===== src/rtl/afifo_pkg.sv =====
// Shared helpers for the async FIFO pointer logic: Gray/binary conversion and
// the full-compare. Functions work on zero-extended 32-bit values, so any pointer width fits.
package afifo_pkg;

    localparam int FN_W = 32;

    function automatic logic [FN_W-1:0] bin2gray(input logic [FN_W-1:0] bin);
        return bin ^ (bin >> 1);
    endfunction

    function automatic logic [FN_W-1:0] gray2bin(input logic [FN_W-1:0] gray);
        logic [FN_W-1:0] bin;
        bin[FN_W-1] = gray[FN_W-1];
        for (int i = FN_W - 2; i >= 0; i--) begin
            bin[i] = bin[i+1] ^ gray[i];
        end
        return bin;
    endfunction

    // Full when the next write pointer equals the read pointer with its two MSBs inverted.
    function automatic logic ptr_full(input logic [FN_W-1:0] wgray_next,
                                      input logic [FN_W-1:0] rgray,
                                      input int unsigned     ptr_w);
        logic [FN_W-1:0] mask;
        mask = FN_W'(2'b11) << (ptr_w - 2);
        return wgray_next == (rgray ^ mask);
    endfunction

endpackage


===== src/rtl/afifo_gray_ptr.sv =====
// Binary/Gray pointer pair with increment enable; the Gray copy is its own flop
// loaded from the next binary value, so it is glitch-free for a synchronizer.
module afifo_gray_ptr
    import afifo_pkg::*;
#(
    parameter int PTR_W = 5
) (
    input  logic             clk,
    input  logic             reset_n,
    input  logic             i_inc,
    output logic [PTR_W-2:0] o_addr,
    output logic [PTR_W-1:0] o_gray,
    output logic [PTR_W-1:0] o_gray_next
);

    logic [PTR_W-1:0] r_bin;
    logic [PTR_W-1:0] r_gray;
    logic [PTR_W-1:0] w_bin_next;

    assign w_bin_next  = r_bin + PTR_W'(i_inc);
    assign o_gray_next = PTR_W'(bin2gray(32'(w_bin_next)));

    always_ff @(posedge clk or negedge reset_n) begin
        if (!reset_n) begin
            r_bin  <= '0;
            r_gray <= '0;
        end else begin
            r_bin  <= w_bin_next;
            r_gray <= o_gray_next;
        end
    end

    assign o_addr = r_bin[PTR_W-2:0];
    assign o_gray = r_gray;

endmodule


===== src/rtl/afifo_wr_ctrl.sv =====
// Write-side control of the async FIFO: write pointer, memory strobe, full/overflow.
// Define AFIFO_WR_LEVEL_EN to add the wr_level / wr_almost_full outputs.
module afifo_wr_ctrl
    import afifo_pkg::*;
#(
    parameter int ADDR_WIDTH = 4
`ifdef AFIFO_WR_LEVEL_EN
    ,
    parameter int ALMOST_FULL_THRESH = 2
`endif
) (
    input  logic                  clk,
    input  logic                  reset_n,
    input  logic                  wr_en,
    output logic                  wr_full,
    output logic                  wr_overflow,
    output logic                  mem_we,
    output logic [ADDR_WIDTH-1:0] mem_waddr,
    output logic [ADDR_WIDTH:0]   wptr_gray,
    input  logic [ADDR_WIDTH:0]   rptr_gray_sync
`ifdef AFIFO_WR_LEVEL_EN
    ,
    output logic [ADDR_WIDTH:0]   wr_level,
    output logic                  wr_almost_full
`endif
);

    localparam int PTR_W = ADDR_WIDTH + 1;

    generate
        if (ADDR_WIDTH < 2) begin : g_bad_width
            $error("afifo_wr_ctrl: ADDR_WIDTH must be at least 2");
        end
    endgenerate

    logic             w_accept;
    logic             w_full_next;
    logic [PTR_W-1:0] w_gray_next;
    logic             r_full;
    logic             r_overflow;

    // Gating with reset_n drops a write that is in flight while reset is held.
    assign w_accept = wr_en & ~r_full & reset_n;

    afifo_gray_ptr #(
        .PTR_W (PTR_W)
    ) u_wptr (
        .clk         (clk),
        .reset_n     (reset_n),
        .i_inc       (w_accept),
        .o_addr      (mem_waddr),
        .o_gray      (wptr_gray),
        .o_gray_next (w_gray_next)
    );

    assign w_full_next = ptr_full(32'(w_gray_next), 32'(rptr_gray_sync), PTR_W);

    always_ff @(posedge clk or negedge reset_n) begin
        if (!reset_n) begin
            r_full     <= 1'b0;
            r_overflow <= 1'b0;
        end else begin
            r_full     <= w_full_next;
            r_overflow <= r_overflow | (wr_en & r_full);
        end
    end

    assign mem_we      = w_accept;
    assign wr_full     = r_full;
    assign wr_overflow = r_overflow;

`ifdef AFIFO_WR_LEVEL_EN
    localparam int DEPTH = 2 ** ADDR_WIDTH;

    logic [PTR_W-1:0] w_level_next;
    logic [31:0]      w_level_ext;
    logic             w_almost_full_next;
    logic [PTR_W-1:0] r_level;
    logic             r_almost_full;

    // Stale read pointer makes the level an over-estimate, never an under-estimate.
    assign w_level_next = PTR_W'(gray2bin(32'(w_gray_next)) - gray2bin(32'(rptr_gray_sync)));
    assign w_level_ext  = 32'(w_level_next);
    assign w_almost_full_next = (32'(DEPTH) - w_level_ext) <= 32'(ALMOST_FULL_THRESH);

    always_ff @(posedge clk or negedge reset_n) begin
        if (!reset_n) begin
            r_level       <= '0;
            r_almost_full <= 1'b0;
        end else begin
            r_level       <= w_level_next;
            r_almost_full <= w_almost_full_next;
        end
    end

    assign wr_level       = r_level;
    assign wr_almost_full = r_almost_full;
`endif

endmodule


===== config.mk =====
export PLATFORM = sky130hd
export DESIGN_NAME = afifo_wr_ctrl
export DESIGN_NICKNAME = d
export VERILOG_FILES = /design/src/rtl/afifo_pkg.sv /design/src/rtl/afifo_gray_ptr.sv /design/src/rtl/afifo_wr_ctrl.sv
export SDC_FILE = /design/constraint.sdc
export NUM_CORES = 1
export LEC_CHECK = 0
export BUFFER_PORTS_ARGS = -buffer_cell sky130_fd_sc_hd__buf_2
export CAP_MARGIN = 20
export CORE_MARGIN = 4
export CORE_UTILIZATION = 30
export CTS_CLUSTER_SIZE = 16
export DETAILED_ROUTE_END_ITERATION = 16
export SKIP_CTS_REPAIR_TIMING = 1
export SLEW_MARGIN = 5
export SYNTH_ARGS = -nofsm -noshare
export SYNTH_HDL_FRONTEND = slang
export SYNTH_SLANG_ARGS = --single-unit

===== constraint.sdc =====
create_clock -name clk -period 3.6 [get_ports clk]
set_input_delay 0.18 -clock clk [delete_from_list [all_inputs] [get_ports clk]]
set_output_delay 0.18 -clock clk [all_outputs]
set_load 0.1 [all_outputs]

==> After elaboration in Yosys (flattened, before gate mapping) <==
Cells that the tools add are included.
Widths: inputs -> output; s select.
{ "op_classes": {"add_sub_neg": 1, "eq_ne": 1, "n_bitwise": 7} }
{ "op_table": {"columns": ["operator", "n"], "rows": [
  ["$add 5x1->5", 1],
  ["$eq 5x5->1", 1],
  ["$xor 5x4->5", 1],
  ["$and 1x1->1", 3],
  ["$not 2->2", 1],
  ["$not 1->1", 1],
  ["$or 1x1->1", 1]
]} }
{ "word_totals": {"inputBits": 8, "output_inout_bits": 12, "ff_bits": 12, "wordCells": 13} }

==> Longest topological paths before layout <==
Gate-level depths: netlist of run 1.
{ "depth": {"ltp_word": 6, "mapped_depth": 8} }

==> Cells and area by module <==
A second synthesis of run 1 with hierarchy kept.
{ "unflattened": {"cells_unflattened": 40, "area_unflattened_um2": 501.7} }
{ "modules_own_cells": {"columns": ["module", "area_each_um2", "instances", "seq_area_each_um2", "cells_per_inst"], "rows": [
  ["afifo_gray_ptr", 377.9, 1, 225.2, 28],
  ["afifo_wr_ctrl", 123.9, 1, 50.0, 12]
]} }

==> Worst setup path after synthesis of run 1 <==
Ideal clock, no wire load.
{ "synth_timing": {"path_kind": "reg2reg", "startpoint": "register r_full, in the netlist wr_full", "endpoint": "register r_full, in the netlist wr_full", "synth_period_minus_slack_ns": 3.944, "n_path_buf": 0, "path_stages_with_launch": 8, "path_slack_ns": -0.344, "setup_time_ns": 0.111, "arrival_ns": 3.833, "cell_sequence": "dfrtp_1 nor2_1 ha_1 ha_1 xnor2_2 xnor2_1 or3_1 a2111oi_2"} }
{ "synth_between": {"elab_chain_cells": 6} }
{ "synth_rtl": {"columns": ["item", "line", "text"], "rows": [
  ["from (decl)", "afifo_wr_ctrl.sv:39", "logic r_full;"],
  ["from (signal assigned)", "afifo_wr_ctrl.sv:63", "r_full <= w_full_next;"],
  ["$not 1->1", "afifo_wr_ctrl.sv:43", "assign w_accept = wr_en & ~r_full & reset_n;"],
  ["$and 1x1->1 (2 in a row)", "afifo_wr_ctrl.sv:43", null],
  ["via mem_we", "afifo_wr_ctrl.sv:17", "output logic mem_we,"],
  ["$add 5x1->5", "afifo_gray_ptr.sv:20", "assign w_bin_next = r_bin + PTR_W'(i_inc);"],
  ["$xor 5x4->5", "afifo_pkg.sv:8", "return bin ^ (bin >> 1);"],
  ["$eq 5x5->1", "afifo_pkg.sv:26", "return wgray_next == (rgray ^ mask);"],
  ["via w_full_next", "afifo_wr_ctrl.sv:37", "logic w_full_next;"]
]} }
The timed path passes the listed nets, and every way through them passes these cells.

==> Final worst setup path of run 1 <==
{ "layout_timing": {"startpoint": "input port reset_n", "endpoint": "register r_full, in the netlist wr_full"} }
{ "layout_between": {"elab_chain_cells": 4} }
{ "layout_rtl": {"columns": ["item", "line", "text"], "rows": [
  ["from (decl)", "afifo_wr_ctrl.sv:13", "input logic reset_n,"],
  ["$and 1x1->1", "afifo_wr_ctrl.sv:43", null],
  ["$add 5x1->5", "afifo_gray_ptr.sv:20", null],
  ["$xor 5x4->5", "afifo_pkg.sv:8", null],
  ["$eq 5x5->1", "afifo_pkg.sv:26", null],
  ["via w_full_next", "afifo_wr_ctrl.sv:37", null]
]} }
The timed path passes the listed nets, and every way through them passes these cells.

==> flow_summary.json, run 1 <==
{
  "worst_stage_delay_on_the_critical_path_ns": 0.52,
  "critical_path.max_fanout": 12,
  "combined_global_route_utilization_of_all_metal_layers": 0.0822,
  "cp.depth": 10,
  "synthesis.yosys.warnings": 0,
  "most-common-layout-cells": "buf_2, dfrtp_1, xnor2_1",
  "ctsRootBufferMaster": "clkbuf_4",
  "clock-sinks": 11,
  "path_common_cell": "ha_1",
  "cpLargestDelayFamily": "buffers and inverters",
  "timing_hold_violations_final": 0,
  "fin_nets": 75,
  "clock_period_minus_worst_slack_ns": 2.54,
  "layout-drive-gt1-share": 0.406,
  "postSynthRegisterBits": 11,
  "globalRoute.totalOverflow": 0,
  "preCtsSetupSlack_ns": 1.29,
  "worst_ep_required_ns": 3.75,
  "syn_inst": 40,
  "clock_insertion_delay_worst_skew_ns": 0.26,
  "die_span_y_um": 49.5,
  "synth-seq-area-share": 0.534,
  "r2r_cells": 7,
  "finalClockSkew_ns": 0.00120,
  "routed-via-count": 363,
  "fmax_ghz": 0.394,
  "critical_path_arrival_ns": 2.69,
  "final_min_period_over_clock_period": 0.704,
  "core_area_um2": 1560,
  "die_width_um": 49.5,
  "drc": 0,
  "synth.cell_area_um2": 515,
  "min_delay_path_depth": 2,
  "worst_setup_path_start_kind": "primary input",
  "mappedNetlistNets": 50,
  "drt_first_pass_iters": 3,
  "final_max_slew_viol_count": 0,
  "totalWireLength_um": 926,
  "cts_tree": "yes",
  "routed_wire_length_per_instance_um": 11.6,
  "tritoncts.num_buffers": 3,
  "setup_viol": 0,
  "path_clk_slew_ns": 0.07,
  "via_count_of_the_first_global_routing_pass": 328,
  "boundaryPins": 20,
  "area_delta_synth_final_pct": 29.9,
  "initialDrtViolationCount": 7,
  "postLayoutCoreUtil": 0.429,
  "maxCapViolCount": 0,
  "rows": 14,
  "slew-limit-headroom": 0.678,
  "crit_slowest_cell": "dlygate4sd3_1",
  "layout_setup_ws_ns": 1.06,
  "setup_total_negative_slack_ns": 0,
  "design.die.area_um2": 2450,
  "numPortBuffers": 19,
  "num_antenna_cells": 0,
  "worst-setup-path-type": "primary input to register",
  "path_cells": "dlygate4sd3_1 > buf_2 > nand2_1 > nor2_2 > ha_1 > ha_1 > xnor2_2 > xnor2_1 > or3_1 > a2111oi_2",
  "avgSynthCellArea_um2": 12.9,
  "mostFrequentLayoutCell": "buf_2",
  "start_util": 0.331,
  "cts_htree_levels": 1,
  "final.hold.worst_slack_ns": 0.141,
  "worstSetupEndpointType": "register",
  "grt_max_degree": 13,
  "status": "completed",
  "grt_setup_unrepaired": "false",
  "detailedPlacementHpwl_um": 713,
  "cts_buffer_depth": 2,
  "worst-slew-pin-transition_ns": 0.487,
  "min-delay-path-class": "primary input to register",
  "via_cell_ratio": 4.54,
  "route.antenna.remaining_nets": 0,
  "grt_pass1_wl_mm": 1.50,
  "worst-path-buf-inv": 2,
  "number_of_different_library_cells_in_the_post_synthesis_netlist": 16,
  "grt_antenna_before_repair": 0,
  "globalplace.congestion": 0.720
}
-- sequential cells by signal, summed over array words and instances (netlist names) --
name and count:
u_wptr.o_gray 4, wr_full 1, wr_overflow 1, u_wptr.r_bin 5
-- cell usage after synthesis --
cell type,instances,area share
xnor2_2,1,0.032
xor2_1,4,0.068
a21o_1,1,0.015
nand2_1,1,0.0073
or3_1,1,0.012
nand4_1,1,0.012
a2111oi_2,1,0.029
a21boi_0,2,0.029
nor2_1,1,0.0073
ha_1,2,0.049
o22ai_1,1,0.012
inv_1,1,0.0073
xnor2_1,9,0.15
and3_2,1,0.015
dfrtp_1,11,0.53
nand3_1,2,0.019
-- through the flow --
stage	cell area, um2	instances
2_1_floorplan	518	40
3_3_place_gp	633	75
3_5_place_dp	633	75
4_1_cts	659	79
5_1_grt	669	80
6_report	669	80
-- cell type report --
cell class	instances	area, um2
inverter	1	3.75
tap	16	20.0
fill	162	890
sequential	11	275
clock buffer	4	26.3
multi-input combinational	28	239
timing repair buffer	20	105
-- per-layer routing --
| metal | GRT usage | wire length, um | vias to the layer above |
|---|---|---|---|
| met5 | 0 | 0 | - |
| met4 | 0.0829 | 27 | 0 |
| met3 | 0.0151 | 44 | 2 |
| met2 | 0.127 | 455 | 13 |
| met1 | 0.0923 | 399 | 165 |
| li1 | - | - | 183 |
-- cell families (layout without fill, tap and decap cells) --
group,count (synthesis),count (layout),share of synthesized area
DFF,11,11,0.534
adders and majority gates,2,2,0.0485
buffers and inverters,1,25,0.00727
xor gates and xnor gates,14,14,0.252
AOI/OAI and AO/OA,5,5,0.0849
and+or+nand+nor,7,7,0.0728
-- final timing paths --
path                                        from                        end  slack (ns)
max in group asynchronous                reset_n  u_wptr.r_bin[4]$_DFF_PN0_        3.08
min reg2reg                wr_overflow$_DFF_PN0_      wr_overflow$_DFF_PN0_        0.45
min in group asynchronous                reset_n          wr_full$_DFF_PN0_        0.32
max reg2reg                    wr_full$_DFF_PN0_          wr_full$_DFF_PN0_        1.43
min                                        wr_en      wr_overflow$_DFF_PN0_        0.14
max                                      reset_n          wr_full$_DFF_PN0_        1.06
Power of run 1 is not shown: default switching activity piles up to over one toggle a cycle in this logic, so the estimate is an artifact.
==> run 2, diff against run 1 <==
Clock period 3.6 ns to 2.5 ns, I/O delays scaled along.
==> flow_summary.json, run 2 (synthesis results as in run 1) <==
{
  "status": "completed",
  "worst-setup-path-type": "primary input to register",
  "route.antenna.remaining_nets": 0,
  "die_span_y_um": 49.5,
  "layout_setup_ws_ns": 0.369,
  "clock-sinks": 11,
  "slew-limit-headroom": 0.677,
  "combined_global_route_utilization_of_all_metal_layers": 0.0873,
  "die_width_um": 49.5,
  "num_antenna_cells": 0,
  "critical_path.max_fanout": 5,
  "clock_period_minus_worst_slack_ns": 2.13,
  "design.die.area_um2": 2450,
  "setup_viol": 0,
  "grt_pass1_wl_mm": 1.66,
  "grt_max_degree": 12,
  "via_cell_ratio": 4.70,
  "path_cells": "dlygate4sd3_1 > buf_2 > nand2_1 > nor2_4 > ha_4 > ha_4 > xnor2_4 > xnor2_1 > or3_1 > a2111oi_2",
  "worst-path-buf-inv": 2,
  "final_min_period_over_clock_period": 0.852,
  "critical_path_arrival_ns": 2.28,
  "numPortBuffers": 19,
  "fmax_ghz": 0.469,
  "worst-slew-pin-transition_ns": 0.489,
  "largest_register_ffs": 5,
  "timing_hold_violations_final": 0,
  "boundaryPins": 20,
  "crit_slowest_cell": "dlygate4sd3_1",
  "final_max_slew_viol_count": 0,
  "initialDrtViolationCount": 0,
  "core_area_um2": 1560,
  "drt_first_pass_iters": 1,
  "detailedPlacementHpwl_um": 738,
  "cpLargestDelayFamily": "buffers and inverters",
  "largest_register": "u_wptr.r_bin",
  "worst_stage_delay_on_the_critical_path_ns": 0.53,
  "cts_buffer_depth": 2,
  "ctsRootBufferMaster": "clkbuf_4",
  "globalRoute.totalOverflow": 0,
  "routed_wire_length_per_instance_um": 11.4,
  "tritoncts.num_buffers": 3,
  "most-common-layout-cells": "buf_2, dfrtp_1, xnor2_1",
  "fin_nets": 76,
  "min-delay-path-class": "primary input to register",
  "grt_setup_unrepaired": "false",
  "routed-via-count": 381,
  "preCtsSetupSlack_ns": 0.466,
  "layout-drive-gt1-share": 0.462,
  "drc": 0,
  "totalWireLength_um": 927,
  "globalplace.congestion": 0.708,
  "worst_ep_required_ns": 2.65,
  "start_util": 0.331,
  "path_common_cell": "ha_4",
  "finalClockSkew_ns": 0.00265,
  "clock_insertion_delay_worst_skew_ns": 0.26,
  "path_clk_slew_ns": 0.06,
  "grt_antenna_before_repair": 0,
  "maxCapViolCount": 0,
  "via_count_of_the_first_global_routing_pass": 393,
  "cts_tree": "yes",
  "cts_htree_levels": 1,
  "worstSetupEndpointType": "register",
  "area_delta_synth_final_pct": 40.0,
  "mostFrequentLayoutCell": "buf_2",
  "worst_setup_path_start_kind": "primary input",
  "rows": 14
}
## run 2: changes by cell type in the layout (fill, tap and decap cells not counted)
cell     change
buf_4        +1
nor2_2       -1
ha_1         -2
dfrtp_4      +1
xnor2_2      -1
nor2_4       +1
dfrtp_1      -1
xnor2_4      +1
ha_4         +2
## run 2: through the flow
stage | TNS (ns) | cells | hold WS (ns) | utilization | instance area (um2)
CTS | 0 | 80 | -0.218 | 0.457 | 712
detailed placement | 0 | 76 | 0.0667 | 0.440 | 686
finish | 0 | 81 | 0.0888 | 0.463 | 722
global route | 0 | 81 | 0.0947 | 0.463 | 722
global placement | 0 | 76 | 0.0696 | 0.440 | 686
floorplan | -0.131 | 40 | -0.171 | - | 563
## run 2: area by class of cell
| class | instances | area (um2) |
|---|---|---|
| clock buffers | 4 | 26.3 |
| fillers | 153 | 837 |
| inverters | 1 | 3.75 |
| multi-input cells | 28 | 280 |
| flip-flops and latches | 11 | 279 |
| well taps | 16 | 20.0 |
| repair buffers | 21 | 113 |
## run 2: worst register-to-register path, cell delays in order, from the launching register on
cell	delay (ns)
dfrtp_4	0.49
nor2_4	0.12
ha_4	0.18
ha_4	0.19
xnor2_4	0.14
xnor2_1	0.11
or3_1	0.40
a2111oi_2	0.29
## run 2: final timing paths
check	start	endpoint	slack, ns	depth (start not counted)
hold reg to reg	wr_overflow$_DFF_PN0_	wr_overflow$_DFF_PN0_	0.45	1
setup reg to reg	wr_full$_DFF_PN0_	wr_full$_DFF_PN0_	0.48	7
max in group asynchronous	reset_n	wr_full$_DFF_PN0_	2.00	3
min in group asynchronous	reset_n	u_wptr.r_bin[4]$_DFF_PN0_	0.33	3
setup / recovery	reset_n	wr_full$_DFF_PN0_	0.37	10
hold / removal	wr_en	wr_overflow$_DFF_PN0_	0.09	2
## run 2: layer usage
metal | track usage | up-vias | share of wire
li1 | - | 190 | -
met1 | 0.102 | 177 | 0.46
met2 | 0.145 | 14 | 0.47
met3 | 0.0452 | 0 | 0.073
met4 | 0.0138 | 0 | 0
met5 | 0 | - | 0
Power of run 2 is left out for the same reason.
